[config.mk]
export PLATFORM = sky130hd
export DESIGN_NAME = weighted_voter_flat
export DESIGN_NICKNAME = d
export VERILOG_FILES = /design/src/rtl/weighted_voter_pkg.sv /design/src/rtl/weighted_voter_if.sv /design/src/rtl/weighted_voter_popcount.sv /design/src/rtl/weighted_voter.sv /design/src/flat_wrapper.sv
export SDC_FILE = /design/constraint.sdc
export NUM_CORES = 1
export LEC_CHECK = 0
export CAP_MARGIN = 10
export CORE_MARGIN = 5
export CORE_UTILIZATION = 55
export CTS_BUF_LIST = sky130_fd_sc_hd__clkbuf_16
export DETAILED_ROUTE_END_ITERATION = 7
export GPL_TIMING_DRIVEN = 0
export PLACE_DENSITY = 0.94
export SYNTH_ARGS = -nofsm -noshare
export SYNTH_HDL_FRONTEND = slang
export SYNTH_SLANG_ARGS = --single-unit
[constraint.sdc]
create_clock -name clk -period 14.6 [get_ports clk]
set_input_delay 4.38 -clock clk [delete_from_list [all_inputs] [get_ports clk]]
set_output_delay 4.38 -clock clk [all_outputs]
set_load 0.005 [all_outputs]
[src/rtl/weighted_voter_pkg.sv]
// Shared types and defaults for the weighted ballot voter.
package voter_pkg;

  typedef enum logic [1:0] {
    IDLE = 2'd0,
    OPEN = 2'd1,
    DONE = 2'd2
  } state_e;

  localparam int unsigned DEF_NP_W    = 32;
  localparam int unsigned DEF_VIP_W   = 8;
  localparam int unsigned DEF_VVIP_W  = 1;
  localparam int unsigned DEF_NP_WT   = 1;
  localparam int unsigned DEF_VIP_WT  = 4;
  localparam int unsigned DEF_VVIP_WT = 16;
  localparam int unsigned DEF_RES_W   = 8;

  // Width able to hold the largest possible unsaturated weighted sum.
  function automatic int unsigned sum_width(
    input int unsigned np_w,
    input int unsigned np_wt,
    input int unsigned vip_w,
    input int unsigned vip_wt,
    input int unsigned vvip_w,
    input int unsigned vvip_wt
  );
    return $clog2(np_w * np_wt + vip_w * vip_wt + vvip_w * vvip_wt + 1);
  endfunction

endpackage

[src/rtl/weighted_voter_if.sv]
// Session control, ballot inputs and tally outputs of the weighted voter.
interface weighted_voter_if #(
  parameter int unsigned NP_W   = 32,
  parameter int unsigned VIP_W  = 8,
  parameter int unsigned VVIP_W = 1,
  parameter int unsigned RES_W  = 8
);
  logic              start;
  logic              close;
  logic [NP_W-1:0]   np;
  logic [VIP_W-1:0]  vip;
  logic [VVIP_W-1:0] vvip;
  logic [RES_W-1:0]  threshold;
  logic [RES_W-1:0]  result;
  logic              pass;
  logic              session_open;
  logic              done;

  modport master (
    output start, close, np, vip, vvip, threshold,
    input  result, pass, session_open, done
  );

  modport slave (
    input  start, close, np, vip, vvip, threshold,
    output result, pass, session_open, done
  );
endinterface

[src/rtl/weighted_voter_popcount.sv]
// Combinational popcount of a ballot vector scaled by a per-class weight.
module weighted_popcount #(
  parameter int unsigned W     = 8,
  parameter int unsigned WT    = 1,
  parameter int unsigned OUT_W = 8
) (
  input  logic [W-1:0]     x,
  output logic [OUT_W-1:0] y
);
  logic [OUT_W-1:0] cnt;

  always_comb begin
    cnt = '0;
    for (int unsigned i = 0; i < W; i++) begin
      cnt = cnt + OUT_W'(x[i]);
    end
  end

  assign y = cnt * OUT_W'(WT);
endmodule

[src/rtl/weighted_voter.sv]
// Weighted voter: session FSM, sticky ballots, saturating tally and threshold check.
module weighted_voter
  import voter_pkg::*;
#(
  parameter int unsigned NP_W    = DEF_NP_W,
  parameter int unsigned VIP_W   = DEF_VIP_W,
  parameter int unsigned VVIP_W  = DEF_VVIP_W,
  parameter int unsigned NP_WT   = DEF_NP_WT,
  parameter int unsigned VIP_WT  = DEF_VIP_WT,
  parameter int unsigned VVIP_WT = DEF_VVIP_WT,
  parameter int unsigned RES_W   = DEF_RES_W
) (
  input  logic             clk,
  input  logic             reset,
  weighted_voter_if.slave  bus
);
  localparam int unsigned SUM_W = sum_width(NP_W, NP_WT, VIP_W, VIP_WT, VVIP_W, VVIP_WT);
  localparam int unsigned CMP_W = (SUM_W > RES_W) ? SUM_W : RES_W;
  localparam logic [CMP_W-1:0] RES_MAX = CMP_W'((64'd1 << RES_W) - 64'd1);

  state_e            state_q, state_d;
  logic [NP_W-1:0]   np_b_q, np_b_d;
  logic [VIP_W-1:0]  vip_b_q, vip_b_d;
  logic [VVIP_W-1:0] vvip_b_q, vvip_b_d;
  logic [RES_W-1:0]  result_q, result_d;
  logic              pass_q, pass_d;
  logic              done_q, done_d;
  logic              session_open_q, session_open_d;

  logic [NP_W-1:0]   np_upd;
  logic [VIP_W-1:0]  vip_upd;
  logic [VVIP_W-1:0] vvip_upd;
  logic [SUM_W-1:0]  np_part, vip_part, vvip_part, sum;
  logic [CMP_W-1:0]  sum_ext;
  logic [RES_W-1:0]  sat_res;

  // Tally is taken over the post-update ballots so this cycle's votes land on this edge.
  assign np_upd   = np_b_q | bus.np;
  assign vip_upd  = vip_b_q | bus.vip;
  assign vvip_upd = vvip_b_q | bus.vvip;

  weighted_popcount #(.W(NP_W), .WT(NP_WT), .OUT_W(SUM_W)) u_pc_np (
    .x (np_upd),
    .y (np_part)
  );

  weighted_popcount #(.W(VIP_W), .WT(VIP_WT), .OUT_W(SUM_W)) u_pc_vip (
    .x (vip_upd),
    .y (vip_part)
  );

  weighted_popcount #(.W(VVIP_W), .WT(VVIP_WT), .OUT_W(SUM_W)) u_pc_vvip (
    .x (vvip_upd),
    .y (vvip_part)
  );

  assign sum     = np_part + vip_part + vvip_part;
  assign sum_ext = CMP_W'(sum);
  assign sat_res = (sum_ext > RES_MAX) ? '1 : sum_ext[RES_W-1:0];

  always_ff @(posedge clk) begin
    if (reset) begin
      state_q <= IDLE;
    end else begin
      state_q <= state_d;
    end
  end

  always_comb begin
    state_d = state_q;
    case (state_q)
      IDLE:    if (bus.start) state_d = OPEN;
      OPEN:    if (bus.close) state_d = DONE;
      DONE:    if (bus.start) state_d = OPEN;
      default: state_d = IDLE;
    endcase
  end

  always_comb begin
    np_b_d         = np_b_q;
    vip_b_d        = vip_b_q;
    vvip_b_d       = vvip_b_q;
    result_d       = result_q;
    pass_d         = pass_q;
    done_d         = 1'b0;
    session_open_d = (state_d == OPEN);
    case (state_q)
      IDLE, DONE: begin
        if (bus.start) begin
          np_b_d   = '0;
          vip_b_d  = '0;
          vvip_b_d = '0;
          result_d = '0;
          pass_d   = 1'b0;
        end
      end
      OPEN: begin
        np_b_d   = np_upd;
        vip_b_d  = vip_upd;
        vvip_b_d = vvip_upd;
        result_d = sat_res;
        if (bus.close) begin
          pass_d = (sat_res >= bus.threshold);
          done_d = 1'b1;
        end
      end
      default: ;
    endcase
  end

  always_ff @(posedge clk) begin
    if (reset) begin
      np_b_q         <= '0;
      vip_b_q        <= '0;
      vvip_b_q       <= '0;
      result_q       <= '0;
      pass_q         <= 1'b0;
      done_q         <= 1'b0;
      session_open_q <= 1'b0;
    end else begin
      np_b_q         <= np_b_d;
      vip_b_q        <= vip_b_d;
      vvip_b_q       <= vvip_b_d;
      result_q       <= result_d;
      pass_q         <= pass_d;
      done_q         <= done_d;
      session_open_q <= session_open_d;
    end
  end

  assign bus.result       = result_q;
  assign bus.pass         = pass_q;
  assign bus.done         = done_q;
  assign bus.session_open = session_open_q;
endmodule

[src/flat_wrapper.sv]
// flat-port wrapper written by rule: the top's interface ports become plain ports
module weighted_voter_flat import voter_pkg::*;
#(
  parameter int unsigned NP_W    = DEF_NP_W,
  parameter int unsigned VIP_W   = DEF_VIP_W,
  parameter int unsigned VVIP_W  = DEF_VVIP_W,
  parameter int unsigned NP_WT   = DEF_NP_WT,
  parameter int unsigned VIP_WT  = DEF_VIP_WT,
  parameter int unsigned VVIP_WT = DEF_VVIP_WT,
  parameter int unsigned RES_W   = DEF_RES_W
)
  (clk, reset, bus_start, bus_close, bus_np, bus_vip, bus_vvip, bus_threshold, bus_result, bus_pass, bus_session_open, bus_done);
  weighted_voter_if #(.NP_W(NP_W), .VIP_W(VIP_W), .VVIP_W(VVIP_W), .RES_W(RES_W)) bus_i ();
  input  logic clk;
  input  logic reset;
  input wire logic [$bits(bus_i.start)-1:0] bus_start;
  input wire logic [$bits(bus_i.close)-1:0] bus_close;
  input wire logic [$bits(bus_i.np)-1:0] bus_np;
  input wire logic [$bits(bus_i.vip)-1:0] bus_vip;
  input wire logic [$bits(bus_i.vvip)-1:0] bus_vvip;
  input wire logic [$bits(bus_i.threshold)-1:0] bus_threshold;
  output wire logic [$bits(bus_i.result)-1:0] bus_result;
  output wire logic [$bits(bus_i.pass)-1:0] bus_pass;
  output wire logic [$bits(bus_i.session_open)-1:0] bus_session_open;
  output wire logic [$bits(bus_i.done)-1:0] bus_done;
  assign bus_i.start = bus_start;
  assign bus_i.close = bus_close;
  assign bus_i.np = bus_np;
  assign bus_i.vip = bus_vip;
  assign bus_i.vvip = bus_vvip;
  assign bus_i.threshold = bus_threshold;
  assign bus_result = bus_i.result;
  assign bus_pass = bus_i.pass;
  assign bus_session_open = bus_i.session_open;
  assign bus_done = bus_i.done;
  weighted_voter #(.NP_W(NP_W), .VIP_W(VIP_W), .VVIP_W(VVIP_W), .NP_WT(NP_WT), .VIP_WT(VIP_WT), .VVIP_WT(VVIP_WT), .RES_W(RES_W)) u_core (.clk(clk), .reset(reset), .bus(bus_i));
endmodule
==> out/qor.yml, run 1 <==
critical_path:
  cp_slowest_cell: "fa_1"
  start_kind: "input port"
  crit_end: "u_core.bus.pass"
  path_class: "in -> reg"
  cp.depth: 22
  path_cells: "clkdlybuf4s50_1 > nor2_1 > fa_1 > fa_1 > fa_1 > inv_1 > ha_1 > fa_1 > fa_1 > inv_1 > fa_1 > inv_1 > ha_1 > nor2b_1 > a31oi_1 > xnor2_1 > ha_1 > and4b_1 > o21ai_0 > nor3_1 > nor3_1 > a211oi_1"
  r2r_slack_ns: 8.12
  r2r-start: "u_core.vip_b_q[2]"
  required_ns: 14.80
  critPathLaunch: "bus_vip[1]"
  crit_top_cell: "fa_1"
  path_buf_inv: 4
  endpoint_kind: "flip-flop"
  critPathMaxStageDelay_ns: 0.57
  crit_family: "adder cells"
  cp.arrival_ns: 10.90
  r2r_cells: 21
  path_max_fanout: 3
  r2r_end: "u_core.bus.pass"
detailed_routing:
  drc: 0
  via_per_inst: 5.32
  routedWlPerCell_um: 15.1
  vias: 2564
  first_iter_violations: 179
  drt.antenna.violating_nets: 0
  dr.pass1.iters: 4
  wl_um: 7280
cells_and_area:
  areaGrowthSynthToFinish_pct: 28.0
  drive_gt1_share_pct: 10.2
  layout_commonest_cell: "nor2_1"
  nets: 513
  antenna_cells: 0
  final_cell_mix: "nor2_1 (73), clkdlybuf4s50_1 (61), dfxtp_1 (53)"
pwr:
  p_seq_share_pct: 14.6
  power.switching_mw: 0.483
  switching_share_pct: 44.5
  power_mw: 1.08
  power_leakage_nw: 1.75
  clock_power_share_pct: 12.0
  peakVddDrop_mv: 0.192
  pwr_density_cell_nw_per_um2: 275
  comb_power_share_pct: 73.4
  internal_power_mw: 0.602
timing:
  timing.fmax_ghz: 0.0934
  skew_ns: 0.00698
  hold_violations: 0
  slew_violations: 0
  period_share_pct: 73.3
  fin_crit_ns: 10.70
  setup_tns_ns: 0
  rsz0062_at_grt: "no"
  setup-violations-final: 0
die:
  coreArea_um2: 5470
  rows: 27
  io_pins: 64
  start_util_pct: 56.4
  die_w_um: 84.9
  dieArea_um2: 7210
  die_y_um: 84.9
synth:
  ys_seq_area_share_pct: 34.4
  synth.top_cells.by_area: "dfxtp_1 (34%), fa_1 (19%), ha_1 (8.9%)"
  synth-seq-cells: 53
  yosysWarningCount: 0
  synth_top_area_cell: "dfxtp_1"
  syn_area_um2: 3090
  synth_top_area_share_pct: 34.4
  syn_avg_cell_area_um2: 9.06
  postSynthCellCount: 341
  synthesis.nets: 445
  ys_types: 35
clocking:
  cts_tree: "yes"
  cts_buffers: 5
  clkLatencyLatePin_ns: 0.29
  ctsResizeCount: 0
  cts_hold_buf: 0
  cts_setup_buffers: 0
  htree_num_levels: 2
  clk_pin_slew_ns: 0.06
  clockRootBuffer: "clkbuf_16"
  clockBufferDepth: 2
  cts_sinks: 53
job:
  cap_violations: 0
global_route:
  grt_pass1_wl_um: 11900
  grt_pass1_vias: 2737
  antenna_found_initial: 0
  grt_max_degree: 16
  overflow: 0
  gr-usage-all-layers_pct: 20.7
place:
  portBuffers: 61
  place.gp.congestion: 0.874
  dp_hpwl_um: 5630
worst_hold_path:
  min_path_type: "reg -> reg"
run_status:
  outcome: "finished, final reports clean"
[area by class of cell]
class,instances,area [µm²]
buffer,11,58.8
clock buffer,5,125
clock inverter,3,37.5
fill,379,1520
inverter,38,143
multi-input combinational,239,1830
sequential,53,1060
tap,72,90.1
timing repair buffer,61,611
[power groups by stage]
stage                     combinational, mW  clock, mW  sequential, mW
after floorplan                       0.604          0           0.161
final                                 0.797      0.130           0.159
after global placement                0.720          0           0.161
after detailed placement              0.779          0           0.161
after global routing                  0.894      0.138           0.159
after CTS                             0.799      0.131           0.158
[how the worst min path moves through the flow]
stage                      startpoint  depth (start not counted)                end  slack, ns
global route        u_core.np_b_q[13]                          2  u_core.np_b_q[13]       0.49
floorplan            u_core.np_b_q[0]                          2   u_core.np_b_q[0]       0.43
global placement     u_core.np_b_q[9]                          2   u_core.np_b_q[9]       0.44
CTS                  u_core.np_b_q[7]                          2   u_core.np_b_q[7]       0.47
detailed placement   u_core.np_b_q[7]                          2   u_core.np_b_q[7]       0.45
finish              u_core.np_b_q[31]                          2  u_core.np_b_q[31]       0.46
[worst reg2reg max path: stages, from the launching register on]
cell	delay (ns)
dfxtp_1	0.31
nor2_1	0.16
fa_1	0.49
fa_1	0.54
fa_1	0.57
inv_1	0.05
ha_1	0.33
fa_1	0.51
fa_1	0.54
inv_1	0.06
fa_1	0.54
inv_1	0.05
ha_1	0.33
nor2b_1	0.26
a31oi_1	0.16
xnor2_1	0.18
ha_1	0.31
and4b_1	0.22
o21ai_0	0.09
nor3_1	0.32
nor3_1	0.11
a211oi_1	0.23
[kinds of logic after synthesis]
group / count (synthesis) / synth area share [%]
and+or+nand+nor: 120 / 18.1
AOI/OAI and AO/OA: 61 / 11.5
DFF: 53 / 34.4
adders and majority gates: 51 / 27.7
buffers and inverters: 49 / 6.52
xor gates and xnor gates: 6 / 1.70
other: 1 / 0.121
[per-stage QoR]
step,area (µm²),cells,setup WS [ns],hold WS (ns),util (%)
floorplan,3090,341,4.71,0.429,-
global placement,3790,474,3.92,0.439,69.2
detailed placement,3790,474,3.76,0.450,69.2
CTS,3950,482,3.94,0.466,72.2
global route,3950,482,3.73,0.493,72.2
finish,3950,482,3.90,0.465,72.2
[flip-flops by register name (all words and copies together), names as in the netlist]
name and cells:
u_core.np_b_q 32, u_core.vip_b_q 8, u_core.bus.result 7, u_core.state_q 2, u_core.bus.done 1, u_core.bus.pass 1, u_core.bus.session_open 1, u_core.vvip_b_q 1
[synthesized netlist by cell type]
library cell	count
and2b_1	1
o21a_1	1
nor2b_1	3
nor2_1	73
conb_1	1
and2_1	1
a21oi_2	1
o2111ai_1	1
a31o_1	1
a2111oi_2	1
a22oi_1	3
o21ai_0	1
xor2_1	1
and4b_1	1
dfxtp_1	53
a31o_2	1
xnor2_1	5
a31oi_1	1
a21o_1	1
nor2b_4	1
nand2_1	6
or2_2	23
fa_1	29
a211oi_1	1
a22o_1	2
ha_1	22
clkbuf_1	3
buf_2	5
or3b_2	1
nand2b_1	3
buf_4	3
a21oi_1	46
nor3_1	4
nand3_1	3
inv_1	38
[routing by layer]
layer	wire length, µm	track usage [%]	vias up
met3	476	4.56	27
li1	-	-	1225
met1	2740	23.1	1217
met2	3810	36.7	95
met5	0	0	-
met4	253	11.1	0
Note: power is estimated with default switching activity, not from simulation.
==> run 2, diff against run 1 <==
- CORE_UTILIZATION: 55 -> 47
- PLACE_DENSITY: 0.94 -> 0.86
- clock period: 14.6 -> 9.4 ns (I/O delays scaled with it)
==> out/qor.yml, run 2 (synthesized netlist as in run 1, its figures left out) <==
timing:
  timing.fmax_ghz: 0.111
  setup_tns_ns: 0  # unchanged
  fin_crit_ns: 9.01
  skew_ns: 0.00666  # was 0.00698 ns
  setup-violations-final: 0  # unchanged
  rsz0062_at_grt: "no"  # unchanged
  hold_violations: 0  # unchanged
  slew_violations: 0  # unchanged
  period_share_pct: 95.8
cells_and_area:
  regMostFlops: "u_core.np_b_q"  # unchanged
  final_cell_mix: "nor2_1 (73), clkdlybuf4s50_1 (61), dfxtp_1 (53)"  # unchanged
  final_area_um2: 3940  # was 3950 µm²
  areaGrowthSynthToFinish_pct: 27.4  # was 28.0%
  largest_register_ffs: 32  # unchanged
  layout_commonest_cell: "nor2_1"  # unchanged
  antenna_cells: 0  # unchanged
  nets: 513  # unchanged
  drive_gt1_share_pct: 10.2  # unchanged
detailed_routing:
  wl_um: 6320  # was 7280 µm
  drt.antenna.violating_nets: 0  # unchanged
  via_per_inst: 5.00  # was 5.32
  first_iter_violations: 117  # was 179
  dr.pass1.iters: 4  # unchanged
  drc: 0  # unchanged
  vias: 2437  # was 2,564
  routedWlPerCell_um: 13.0  # was 15.1 µm
critical_path:
  endpoint_kind: "flip-flop"  # unchanged
  path_class: "in -> reg"  # unchanged
  start_kind: "input port"  # unchanged
  crit_top_cell: "fa_1"  # unchanged
  required_ns: 9.60  # was 14.80 ns
  cp.arrival_ns: 9.21  # was 10.90 ns
  path_buf_inv: 6  # was 4
  path_max_fanout: 2  # was 3
  crit_family: "adder cells"  # unchanged
  cp_slowest_cell: "fa_1"  # unchanged
  critPathMaxStageDelay_ns: 0.57  # about the same
pwr:
  peakVddDrop_mv: 0.370  # was 0.192 mV
  comb_power_share_pct: 74.1  # was 73.4%
  power.switching_mw: 0.719  # was 0.483 mW
  power_leakage_nw: 1.74  # was 1.75 nW
  switching_share_pct: 44.4  # was 44.5%
  clock_power_share_pct: 10.7  # was 12.0%
  p_seq_share_pct: 15.2  # was 14.6%
  pwr_density_cell_nw_per_um2: 411  # was 275 nW/µm²
  internal_power_mw: 0.900  # was 0.602 mW
clocking:
  cts_buffers: 5  # unchanged
  htree_num_levels: 2  # unchanged
  clockRootBuffer: "clkbuf_16"  # unchanged
  cts_setup_buffers: 0  # unchanged
  cts_sinks: 53  # unchanged
  clkLatencyLatePin_ns: 0.29  # about the same
  cts_hold_buf: 0  # unchanged
  clockBufferDepth: 2  # unchanged
  ctsResizeCount: 0  # unchanged
  cts_tree: "yes"  # unchanged
  clk_pin_slew_ns: 0.07  # was 0.06 ns
place:
  portBuffers: 61  # unchanged
  place.gp.congestion: 0.816  # was 0.874
  dp_hpwl_um: 5330  # was 5630 µm
  post_dp_cell_area_um2: 3790  # about the same
global_route:
  antenna_found_initial: 0  # unchanged
  grt_max_degree: 16  # unchanged
  grt_pass1_wl_um: 11000  # was 11,900 µm
  grt_pass1_vias: 2576  # was 2,737
  overflow: 0  # unchanged
  gr-usage-all-layers_pct: 15.9  # was 20.7%
worst_hold_path:
  min_path_type: "reg -> reg"  # unchanged
die:
  dieArea_um2: 8290  # was 7210 µm²
  die_y_um: 91.1  # was 84.9 µm
  start_util_pct: 48.4  # was 56.4%
  rows: 29  # was 27
  die_w_um: 91.1  # was 84.9 µm
  coreArea_um2: 6390  # was 5470 µm²
  io_pins: 64  # unchanged
run_status:
  outcome: "finished, final reports clean"  # unchanged
job:
  cap_violations: 0  # unchanged
[run 2: cell type report]
cell class / instances / area (µm²)
plain buffers: 11 / 58.8
fillers: 521 / 2450
well taps: 77 / 96.3
clock inverters: 3 / 15.0
flip-flops and latches: 53 / 1060
clock buffers: 5 / 125
multi-input cells: 239 / 1830
repair buffers: 61 / 611
inverters: 38 / 143
[run 2: tightest hold or removal path, delay by kind of cell, from the launching register on]
kind               cells  cell delay [ns]
DFF                    1             0.32
AOI/OAI and AO/OA      1             0.04
and+or+nand+nor        1             0.07
[run 2: power groups by stage]
stage	clock network, mW	logic [mW]	registers, mW
detailed placement	0	1.20	0.251
global placement	0	1.13	0.250
CTS	0.179	1.21	0.245
global route	0.187	1.39	0.247
floorplan	0	0.938	0.250
finish	0.173	1.20	0.246
[run 2: worst paths after layout]
| path | slack, ns | cells past startpoint | startpoint | end |
|---|---|---|---|---|
| setup reg to reg | 3.03 | 24 | u_core.np_b_q[11] | u_core.bus.pass |
| setup / recovery | 0.39 | 25 | bus_np[11] | u_core.bus.pass |
| hold / removal | 0.46 | 2 | u_core.np_b_q[15] | u_core.np_b_q[15] |
| hold reg to reg | 0.46 | 2 | u_core.np_b_q[15] | u_core.np_b_q[15] |
[run 2: routing by layer]
metal,share of wire (%),GRT usage [%]
met1,42,18.8
met2,51,28.0
met3,5.8,4.79
met4,0.96,4.03
met5,0,0
[run 2: metrics by stage]
step	cells	setup slack [ns]	hold slack [ns]	total power, mW	util [%]
after detailed placement	479	0.165	0.450	1.45	59.4
after global placement	479	0.303	0.439	1.38	59.4
after floorplan	341	1.07	0.429	1.19	-
final	487	0.392	0.464	1.62	61.6
after global routing	487	0.165	0.496	1.82	61.6
after CTS	487	0.409	0.467	1.64	61.6
